## src/rtl/core_mem_arbiter_pkg.sv

```systemverilog
// Shared types for the single-port core/memory arbiter.
// State encoding and access-direction constants.
package core_mem_arbiter_pkg;

  typedef enum logic [1:0] {
    IDLE,
    DATA,
    INST,
    STEP
  } arb_state_t;

  localparam logic MEM_READ  = 1'b0;
  localparam logic MEM_WRITE = 1'b1;

endpackage

```

## src/rtl/core_mem_arbiter.sv

```systemverilog
// Serialises the core's data access and instruction fetch onto one
// memory port, then advances the core by one enabled cycle.
module core_mem_arbiter
  import core_mem_arbiter_pkg::*;
#(
  parameter int TIMEOUT_CYCLES = 255,
  parameter int CNT_W          = 8
) (
  input  logic        clk,
  input  logic        sync_rst,
  input  logic        run,
  output logic        core_clk_en,
  input  logic [29:0] inst_address,
  input  logic        bus_lock,
  input  logic        memory_mode,
  input  logic [29:0] data_address,
  input  logic [3:0]  data_mask,
  input  logic [31:0] data_out,
  output logic [31:0] inst_in,
  output logic [31:0] data_in,
  output logic        mem_req,
  output logic        mem_we,
  output logic [29:0] mem_addr,
  output logic [3:0]  mem_wmask,
  output logic [31:0] mem_wdata,
  input  logic        mem_ready,
  input  logic [31:0] mem_rdata,
  output logic        bus_error
);

  arb_state_t       state;
  logic [CNT_W-1:0] cnt;
  logic [31:0]      pend_inst;
  logic [31:0]      pend_data;
  logic             step_read;
  logic             launch;
  logic             timeout;
  logic             done;

  assign launch  = run && (state == IDLE || state == STEP);
  assign timeout = (TIMEOUT_CYCLES != 0) && mem_req && !mem_ready
                && (cnt == CNT_W'(TIMEOUT_CYCLES - 1));
  assign done    = mem_req && (mem_ready || timeout);

  always_ff @(posedge clk) begin
    if (sync_rst) begin
      state       <= IDLE;
      core_clk_en <= 1'b0;
      mem_req     <= 1'b0;
      mem_we      <= 1'b0;
      mem_addr    <= '0;
      mem_wmask   <= '0;
      mem_wdata   <= '0;
      inst_in     <= '0;
      data_in     <= '0;
      pend_inst   <= '0;
      pend_data   <= '0;
      step_read   <= 1'b0;
      bus_error   <= 1'b0;
      cnt         <= '0;
    end else begin
      core_clk_en <= 1'b0;
      unique case (state)
        IDLE: begin
          state <= IDLE;
        end
        DATA: begin
          if (done) begin
            if (mem_we == MEM_READ)
              pend_data <= mem_ready ? mem_rdata : '0;
            if (!mem_ready)
              bus_error <= 1'b1;
            state    <= INST;
            mem_we   <= 1'b0;
            mem_addr <= inst_address;
            cnt      <= '0;
          end else begin
            cnt <= cnt + 1'b1;
          end
        end
        INST: begin
          if (done) begin
            pend_inst <= mem_ready ? mem_rdata : '0;
            if (!mem_ready)
              bus_error <= 1'b1;
            state       <= STEP;
            mem_req     <= 1'b0;
            core_clk_en <= 1'b1;
          end else begin
            cnt <= cnt + 1'b1;
          end
        end
        STEP: begin
          inst_in <= pend_inst;
          if (step_read)
            data_in <= pend_data;
          state <= IDLE;
        end
        default: state <= IDLE;
      endcase
      // A new step overrides the IDLE/STEP defaults above.
      if (launch) begin
        mem_req <= 1'b1;
        cnt     <= '0;
        if (bus_lock) begin
          state     <= DATA;
          mem_we    <= memory_mode;
          mem_addr  <= data_address;
          mem_wmask <= data_mask;
          mem_wdata <= data_out;
          step_read <= (memory_mode != MEM_WRITE);
        end else begin
          state     <= INST;
          mem_we    <= 1'b0;
          mem_addr  <= inst_address;
          step_read <= 1'b0;
        end
      end
    end
  end

endmodule

```

## config.mk

```make
export PLATFORM = sky130hd
export DESIGN_NAME = core_mem_arbiter
export DESIGN_NICKNAME = d
export VERILOG_FILES = /design/src/rtl/core_mem_arbiter_pkg.sv /design/src/rtl/core_mem_arbiter.sv
export SDC_FILE = /design/constraint.sdc
export NUM_CORES = 1
export LEC_CHECK = 0
export CAP_MARGIN = 20
export CORE_MARGIN = 2
export CORE_UTILIZATION = 40
export DETAILED_ROUTE_END_ITERATION = 8
export MAX_ROUTING_LAYER = met4
export PLACE_DENSITY_LB_ADDON = 0.08
export SYNTH_ARGS = -nofsm -noshare
export SYNTH_HDL_FRONTEND = slang
export SYNTH_SLANG_ARGS = --single-unit
export TNS_END_PERCENT = 100
```

## constraint.sdc

```tcl
create_clock -name clk -period 5.05 [get_ports clk]
set_input_delay 0.7575 -clock clk [delete_from_list [all_inputs] [get_ports clk]]
set_output_delay 0.7575 -clock clk [all_outputs]
set_load 0.01 [all_outputs]
```

Yosys cells after proc, flatten, opt, wreduce, memory -nomap -nowiden
Index checks and enable logic that the tools add are counted.
{"block": "word_totals", "ff_bits": 209, "inputBits": 134, "out_inout_bits": 134, "word_cells": 72}
{"block": "classes", "n_addsub": 1, "eq_ne": 7, "muxes": 21, "bitwise": 4, "reduce_logical": 25}
{"operator": "30-bit two-way mux", "n": 4}
{"operator": "32-bit two-way mux", "n": 1}
{"operator": "8-bit two-way mux", "n": 2}
{"operator": "8-bit case mux with 2 select lines", "n": 1}
{"operator": "2-bit AND reduction", "n": 7}
{"operator": "8-bit by 1-bit adder with 8-bit output (second input constant)", "n": 1}
{"operator": "8-bit == test (second input constant)", "n": 1}
{"operator": "1-bit two-way mux", "n": 8}
{"operator": "2-bit two-way mux", "n": 4}
{"operator": "2-bit nonzero test", "n": 4}
{"operator": "2-bit OR reduction", "n": 4}
{"operator": "3-bit != test (second input constant)", "n": 2}
{"operator": "2-bit case mux with 3 select lines", "n": 1}
{"operator": "3-bit AND reduction", "n": 2}
{"operator": "2-bit == test (second input constant)", "n": 2}
{"operator": "1-bit logical AND", "n": 4}
{"operator": "1-bit NOT", "n": 4}
{"operator": "2-bit by 1-bit == test with 1-bit output (second input constant)", "n": 1}
{"operator": "2-bit logical NOT", "n": 1}
{"operator": "1-bit logical OR", "n": 2}
{"operator": "2-bit != test (second input constant)", "n": 1}
{"operator": "1-bit logical NOT", "n": 1}

Logic depth before layout (Yosys ltp)
Gate-level depths: netlist of run 1.
{"block": "depth", "word_depth": 8, "ltp_mapped": 8}

Least setup slack after synthesis of run 1
OpenSTA, ideal clock, no wires.
{"block": "synth_timing", "kind": "input-to-reg", "start": "in mem_ready", "end": "reg pend_inst[10]", "arrival_ns": 1.741, "t_required_ns": 4.934, "path_slack_ns": 3.193, "path_stages": 7, "path_buffers": 3, "path_cell_list": "buf_4 nand2_1 o21a_1 buf_2 buf_6 nor3_1 a31o_2"}
{"block": "synth_via", "elab_chain_cells": 6, "word_cells_on_any_way": 7, "classes_between": "mux: 1; reduce/logical: 6"}
{"element": "start: declaration", "line_no": "core_mem_arbiter.sv:26", "rtl": "input logic mem_ready,"}
{"element": "1-bit logical NOT"}
{"element": "1-bit logical AND", "line_no": "core_mem_arbiter.sv:41", "rtl": "assign timeout = (TIMEOUT_CYCLES != 0) && mem_req && !mem_ready"}
{"element": "1-bit logical AND", "line_no": "core_mem_arbiter.sv:42", "rtl": "&& (cnt == CNT_W'(TIMEOUT_CYCLES - 1));"}
{"element": "1-bit logical OR", "line_no": "core_mem_arbiter.sv:43", "rtl": "assign done = mem_req && (mem_ready || timeout);"}
{"element": "1-bit logical AND", "line_no": "core_mem_arbiter.sv:43"}
{"element": "2-bit AND reduction (no line)"}
{"element": "end signal: assignment", "line_no": "core_mem_arbiter.sv:83", "rtl": "pend_inst <= mem_ready ? mem_rdata : '0;"}
{"element": "end: declaration", "line_no": "core_mem_arbiter.sv:33", "rtl": "logic [31:0] pend_inst;"}
Parallel ways exist; a longest one is shown, timed or not.
A chain may end at the register's enable or synchronous reset.

Worst setup path in the final report of run 1
{"block": "layout_timing", "start": "in mem_ready", "end": "reg mem_addr[7]"}
{"block": "layout_via", "elab_chain_cells": 7}
{"element": "1-bit logical NOT"}
{"element": "1-bit logical AND", "line_no": "core_mem_arbiter.sv:41"}
{"element": "1-bit logical AND", "line_no": "core_mem_arbiter.sv:42"}
{"element": "1-bit logical OR (*)", "line_no": "core_mem_arbiter.sv:43"}
{"element": "1-bit logical AND (*)", "line_no": "core_mem_arbiter.sv:43"}
{"element": "2-bit nonzero test (no line) (*)"}
{"element": "2-bit AND reduction (no line) (*)"}
{"element": "end signal: assignment", "line_no": "core_mem_arbiter.sv:75", "rtl": "mem_addr <= inst_address;"}
{"element": "end signal: assignment", "line_no": "core_mem_arbiter.sv:108", "rtl": "mem_addr <= data_address;"}
{"element": "end signal: assignment", "line_no": "core_mem_arbiter.sv:115", "rtl": "mem_addr <= inst_address;"}
{"element": "end: declaration", "line_no": "core_mem_arbiter.sv:23", "rtl": "output logic [29:0] mem_addr,"}
Every way passes the cells marked *; elsewhere a longest branch is shown, timed or not.

==> metrics.yaml, run 1 <==
status: "finished clean"
hp-class: "flip-flop to flip-flop"
ys_ff_latch: 209
syn-num-nets: 1060
p_per_area_nw_per_um2: 383.2
ctsHoldBuffers: 0
fill_cells: 1810
max_stage_delay_ns: 0.63
holdPathStages: 2
core_area_sq_um: 20100
mostFrequentLayoutCell: "clkdlybuf4s50_1"
die_y_microns: 146.5
synthArstFlopShare: 0
syn_to_final_growth_pct: 43.01
cts_htree_levels: 1
post_cts_resized: 0
r2r-start: "state[0]$_SDFFE_PP0P_"
finalSetupViolations: 0
overflow: 0
worst_slew_pin_slew_ns: 0.9819
crit_top_cell: "buf_4"
cp_cell_sequence: "clkdlybuf4s50_1 > buf_4 > nand3_1 > nand2_1 > buf_4 > or2_2 > a311oi_1"
wirelength_mm: 23.38
worst_slack_ns: 2.385
clockBufferDepth: 3
seq_area_sq_um: 4184
clkTransAtPathRegs_ns: 0.06
post-route-util: 0.5778
place.gp.congestion: 0.8214
grt_pass1_wl_mm: 37.26
firstDrtPassIters: 4
reg2reg_slack_ns: 2.51
antenna_found_initial: 0
cp_slowest_cell: "or2_2"
cap_violations: 0
relSlewSlack: 0.3454
cts_root_buffer: "clkbuf_16"
finalCriticalPeriod_ns: 2.665
finClkSkew_ns: 0.01061
yosysUniqueCellTypes: 46
fmax_mhz: 375.3
cts_tree: "done"
multi_input_area_sq_um: 3526
ys_seq_area_frac: 0.5151
crit_path_start: "mem_ready"
wire_per_inst_microns: 16.26
worstSetupStartpointType: "input port"
cp_max_fo: 34
vias: 7243
vias_per_cell: 5.037
grt_pass1_vias: 6893
diodes: 0
cellLeakagePower_nw: 4.340
clock_latency_ns: 0.51
required_ns: 5.40
cts_setup_buffers: 0
synth_area_sq_um: 8123
synthCells: 921
start_util: 0.4040
yosysWarnings: 0
hold_start: "pend_data[2]$_SDFFE_PP0P_"
portBuffers: 267
synth_ff_type: "dfxtp_1"
critPathCaptureType: "flip-flop"
drc_errors: 0
numCtsBuffers: 23
grt_max_degree: 85
clock_sinks: 209
drive_above_1_share: 0.08219
drtAntennaViolNets: 0
whs_endpoint: "data_in[2]$_SDFFE_PP0P_"
syn_avg_cell_area_sq_um: 8.820
dpl_worst_slack_ns: 1.863
place_hpwl_mm: 15.19
crit_type: "input port to flip-flop"
r2r_cells: 6
placed_cell_area_sq_um: 10850
hold_violations: 0
r2r-end: "mem_addr[27]$_SDFFE_PP0P_"
boundaryPins: 268
die_w_microns: 146.5
fin_area_sq_um: 11620
die_area_sq_um: 21460
ir_drop_mv: 0.2455
most-common-layout-cells: "266 x clkdlybuf4s50_1, 240 x nand2_1, 209 x dfxtp_1"
min_period_over_period: 0.5277
synth-edff-count: 0
num_rows: 52
grtUsageTotal: 0.2185
rsz0062_at_grt: "no"
drt_iter0_markers: 350
arrival_ns: 3.01
final.setup.tns_ns: 0
drv_slew: 0
finish.net_count: 1290
cell usage after synthesis (2+ instances only):
master,count,area [sq um]
nand2_1,240,900.9
dfxtp_1,209,4184
a21oi_1,73,365.4
nor3_1,65,325.3
mux2i_1,64,640.6
nor2_1,42,157.7
clkbuf_1,39,146.4
nand3_1,37,185.2
a31o_2,32,280.3
a311oi_1,30,262.8
buf_2,17,85.08
buf_6,9,101.4
buf_1,7,26.28
buf_4,5,37.54
ha_1,5,62.56
inv_1,4,15.01
o21ai_0,4,20.02
a211o_1,3,26.28
a21o_1,3,22.52
and4_1,3,26.28
a221o_1,2,20.02
nor3b_1,2,15.01
nor4_1,2,12.51
or3_1,2,12.51
state kept, by name (all words and copies together), names as in the netlist:
signal       count
mem_wmask        4
cnt              8
inst_in         32
mem_we           1
core_clk_en      1
state            2
mem_addr        30
bus_error        1
mem_wdata       32
data_in         32
pend_data       32
pend_inst       32
mem_req          1
step_read        1
cells by family after synthesis:
group | Yosys count | synth area share
simple gates | 402 | 0.2110
mux | 64 | 0.07887
flops | 209 | 0.5151
fa+ha+maj | 5 | 0.007702
buf+inv | 84 | 0.05268
compound gates | 157 | 0.1346
per-stage QoR:
| stage | power [mW] | instances | hold slack, ns |
|---|---|---|---|
| 2_1_floorplan | 2.401 | 921 | 0.4321 |
| 3_3_place_gp | 2.840 | 1395 | 0.4395 |
| 3_5_place_dp | 2.844 | 1395 | 0.4438 |
| 4_1_cts | 4.478 | 1437 | 0.4527 |
| 5_1_grt | 4.661 | 1438 | 0.4622 |
| 6_report | 4.451 | 1438 | 0.4486 |
how the worst max path moves through the flow:
stage | to | cells past startpoint | slack [ns]
global placement | mem_addr[1]$_SDFFE_PP0P_ | 7 | 1.89
global route | mem_addr[4]$_SDFFE_PP0P_ | 7 | 2.19
finish | mem_addr[7]$_SDFFE_PP0P_ | 7 | 2.39
CTS | mem_addr[0]$_SDFFE_PP0P_ | 7 | 2.39
floorplan | pend_inst[10]$_SDFFE_PP0P_ | 7 | 3.19
detailed placement | mem_addr[26]$_SDFFE_PP0P_ | 7 | 1.86
layout make-up:
| cell class | count | share of cell area |
|---|---|---|
| Clock inverter | 6 | 0.003339 |
| Inverter | 6 | 0.001939 |
| Timing Repair Buffer | 283 | 0.2413 |
| Tap cell | 270 | 0.02908 |
| Multi-Input combinational cell | 628 | 0.3035 |
| Sequential cell | 209 | 0.3602 |
| Clock buffer | 36 | 0.06064 |
worst max-delay path, delay by kind of cell:
kind                   cells  cell delay, ns
buffers and inverters      3            1.20
and+or+nand+nor            3            0.84
AOI/OAI and AO/OA          1            0.18
power by group:
group / internal (mW) / switching (mW)
Clock: 0.958 / 0.668
Sequential: 1.77 / 0.0686
Combinational: 0.446 / 0.538
Total: 3.18 / 1.27
per-layer routing:
metal / up-vias / global-route usage / routed length, microns
met5: - / - / 0
met4: 0 / 0.07621 / 862
met3: 57 / 0.04063 / 1127
met2: 193 / 0.3358 / 10600
met1: 3342 / 0.2898 / 10780
li1: 3651 / - / -
(Power assumes the default switching activity.)
==> inputs of run 2 (changes only) <==
==> constraint.sdc (replaced) <==
create_clock -name clk -period 2.65 [get_ports clk]
set_input_delay 0.3975 -clock clk [delete_from_list [all_inputs] [get_ports clk]]
set_output_delay 0.3975 -clock clk [all_outputs]
set_load 0.01 [all_outputs]
==> run 2 against run 1 <==
Cell area increased by 1.3%. Die area unchanged. Total power grew 96%. Critical path depth shrank 1. Worst hold slack lost 0.16 ns. Combinational power rose by 94%. Sequential share of layout area shrank 0.48 points. Non-clock buffer count up 10. First-iteration DRC count up 14%. Largest power group unchanged. Highest routed layer unchanged.
==> metrics.yaml, run 2 (synthesis gave the netlist of run 1 again) <==
status: "finished clean"
drive_above_1_share: 0.09075  # +0.008563
worstSetupStartpointType: "flip-flop"
cap_violations: 0  # unchanged
numCtsBuffers: 24  # +4.3%
finClkSkew_ns: 0.01183  # +0.001219 ns
final.setup.tns_ns: 0  # unchanged
arrival_ns: 2.47  # -0.54 ns
place_hpwl_mm: 15.84  # +4.3%
grt_pass1_wl_mm: 37.99  # +2.0%
rsz0062_at_grt: "no"
syn_to_final_growth_pct: 44.93
p_per_area_nw_per_um2: 740.9  # +93%
grt_max_degree: 69  # -19%
vias: 7284  # +0.57%
clock_sinks: 209  # unchanged
die_area_sq_um: 21460  # unchanged
antenna_found_initial: 0  # unchanged
holdWs_ns: 0.2911  # -0.1575 ns
cts_tree: "done"
drtAntennaViolNets: 0  # unchanged
drv_slew: 0  # unchanged
die_y_microns: 146.5  # unchanged
critPathCaptureType: "flip-flop"
grt_pass1_vias: 7091  # +2.9%
ctsHoldBuffers: 0  # unchanged
diodes: 0  # unchanged
finalSetupViolations: 0  # unchanged
wire_per_inst_microns: 16.34  # +0.53%
power_mw: 8.723  # +96%
hp-class: "input port to flip-flop"
cellLeakagePower_nw: 4.433  # +2.1%
hold_violations: 0  # unchanged
crit_path_start: "state[0]$_SDFFE_PP0P_"
wirelength_mm: 23.68  # +1.3%
die_w_microns: 146.5  # unchanged
clkTransAtPathRegs_ns: 0.06  # about the same
num_rows: 52  # unchanged
min_period_over_period: 0.7790
firstDrtPassIters: 4  # unchanged
cts_htree_levels: 1  # unchanged
start_util: 0.4040  # unchanged
clock_latency_ns: 0.51  # about the same
portBuffers: 267  # unchanged
r2r-start: "state[0]$_SDFFE_PP0P_"
drt_iter0_markers: 398  # +14%
most-common-layout-cells: "266 x clkdlybuf4s50_1, 240 x nand2_1, 209 x dfxtp_1"
fin_area_sq_um: 11770  # +1.3%
finalCriticalPeriod_ns: 2.064
cts_root_buffer: "clkbuf_16"
post_cts_resized: 0  # unchanged
mostFrequentLayoutCell: "clkdlybuf4s50_1"
relSlewSlack: 0.4931  # +0.1477
finish.net_count: 1301  # +0.85%
vias_per_cell: 5.027  # -0.20%
core_area_sq_um: 20100  # unchanged
place.gp.congestion: 0.8063  # -1.8%
boundaryPins: 268  # unchanged
grtUsageTotal: 0.2230  # +0.004416
placed_cell_area_sq_um: 10970  # +1.1%
worst_slew_pin_slew_ns: 0.7603  # -0.2216 ns
overflow: 0  # unchanged
hold_start: "sync_rst"
cp_max_fo: 30  # -12%
ir_drop_mv: 0.5059  # +110%
fill_cells: 1851  # +2.3%
fmax_mhz: 484.4
required_ns: 3.06  # -2.34 ns
clockBufferDepth: 3  # unchanged
crit_type: "flip-flop to flip-flop"
cts_setup_buffers: 0  # unchanged
drc_errors: 0  # unchanged
-- run 2: cell count changes in the layout (fill, tap and decap cells not counted) --
cell and delta:
clkbuf_16 +2, bufinv_16 +1, clkinv_2 +1, buf_12 +2, clkinvlp_4 -2, buf_4 +8
clkbuf_8 -1
-- run 2: where the power goes --
group | internal (mW) | leakage (nW) | switching [mW]
logic | 0.877 | 2.34 | 1.04
clock network | 2.01 | 0.399 | 1.29
registers | 3.38 | 1.69 | 0.132
-- run 2: final timing paths --
path | endpoint | slack, ns | cells past startpoint
worst min register to register | data_in[28]$_SDFFE_PP0P_ | 0.45 | 2
worst max register to register | mem_addr[19]$_SDFFE_PP0P_ | 0.59 | 6
worst min-delay path | inst_in[0]$_SDFFE_PP0N_ | 0.29 | 2
worst max-delay path | mem_addr[19]$_SDFFE_PP0P_ | 0.59 | 6
-- run 2: critical path: stages (launching register included) --
cell and delay, ns:
dfxtp_1 0.38, inv_1 0.06, ha_1 0.40, nand2_1 0.17, nand2_1 0.08, or2_2 0.54, a311oi_1 0.31
-- run 2: through the flow --
stage / instances / setup WS, ns / util
final: 1449 / 0.5856 / 0.5856
after global routing: 1449 / 0.3828 / 0.5856
after CTS: 1449 / 0.5876 / 0.5856
after detailed placement: 1406 / 0.4079 / 0.5458
after global placement: 1406 / 0.3972 / 0.5458
after floorplan: 921 / 0.8431 / -
-- run 2: area by class of cell --
class                   instances  area (sq um)  area share
flip-flops and latches        209          4184      0.3554
clock inverters                 6         58.81    0.004995
inverters                       6         22.52    0.001913
repair buffers                293          2903      0.2466
multi-input cells             628          3526      0.2995
well taps                     270         337.8     0.02870
clock buffers                  37         740.7     0.06292
-- run 2: per-layer routing --
metal,track usage,vias up,wire length (microns)
met5,-,-,0
met4,0.07524,0,806
met3,0.03813,50,1070
met2,0.3547,188,11120
met1,0.2889,3372,10680
li1,-,3674,-
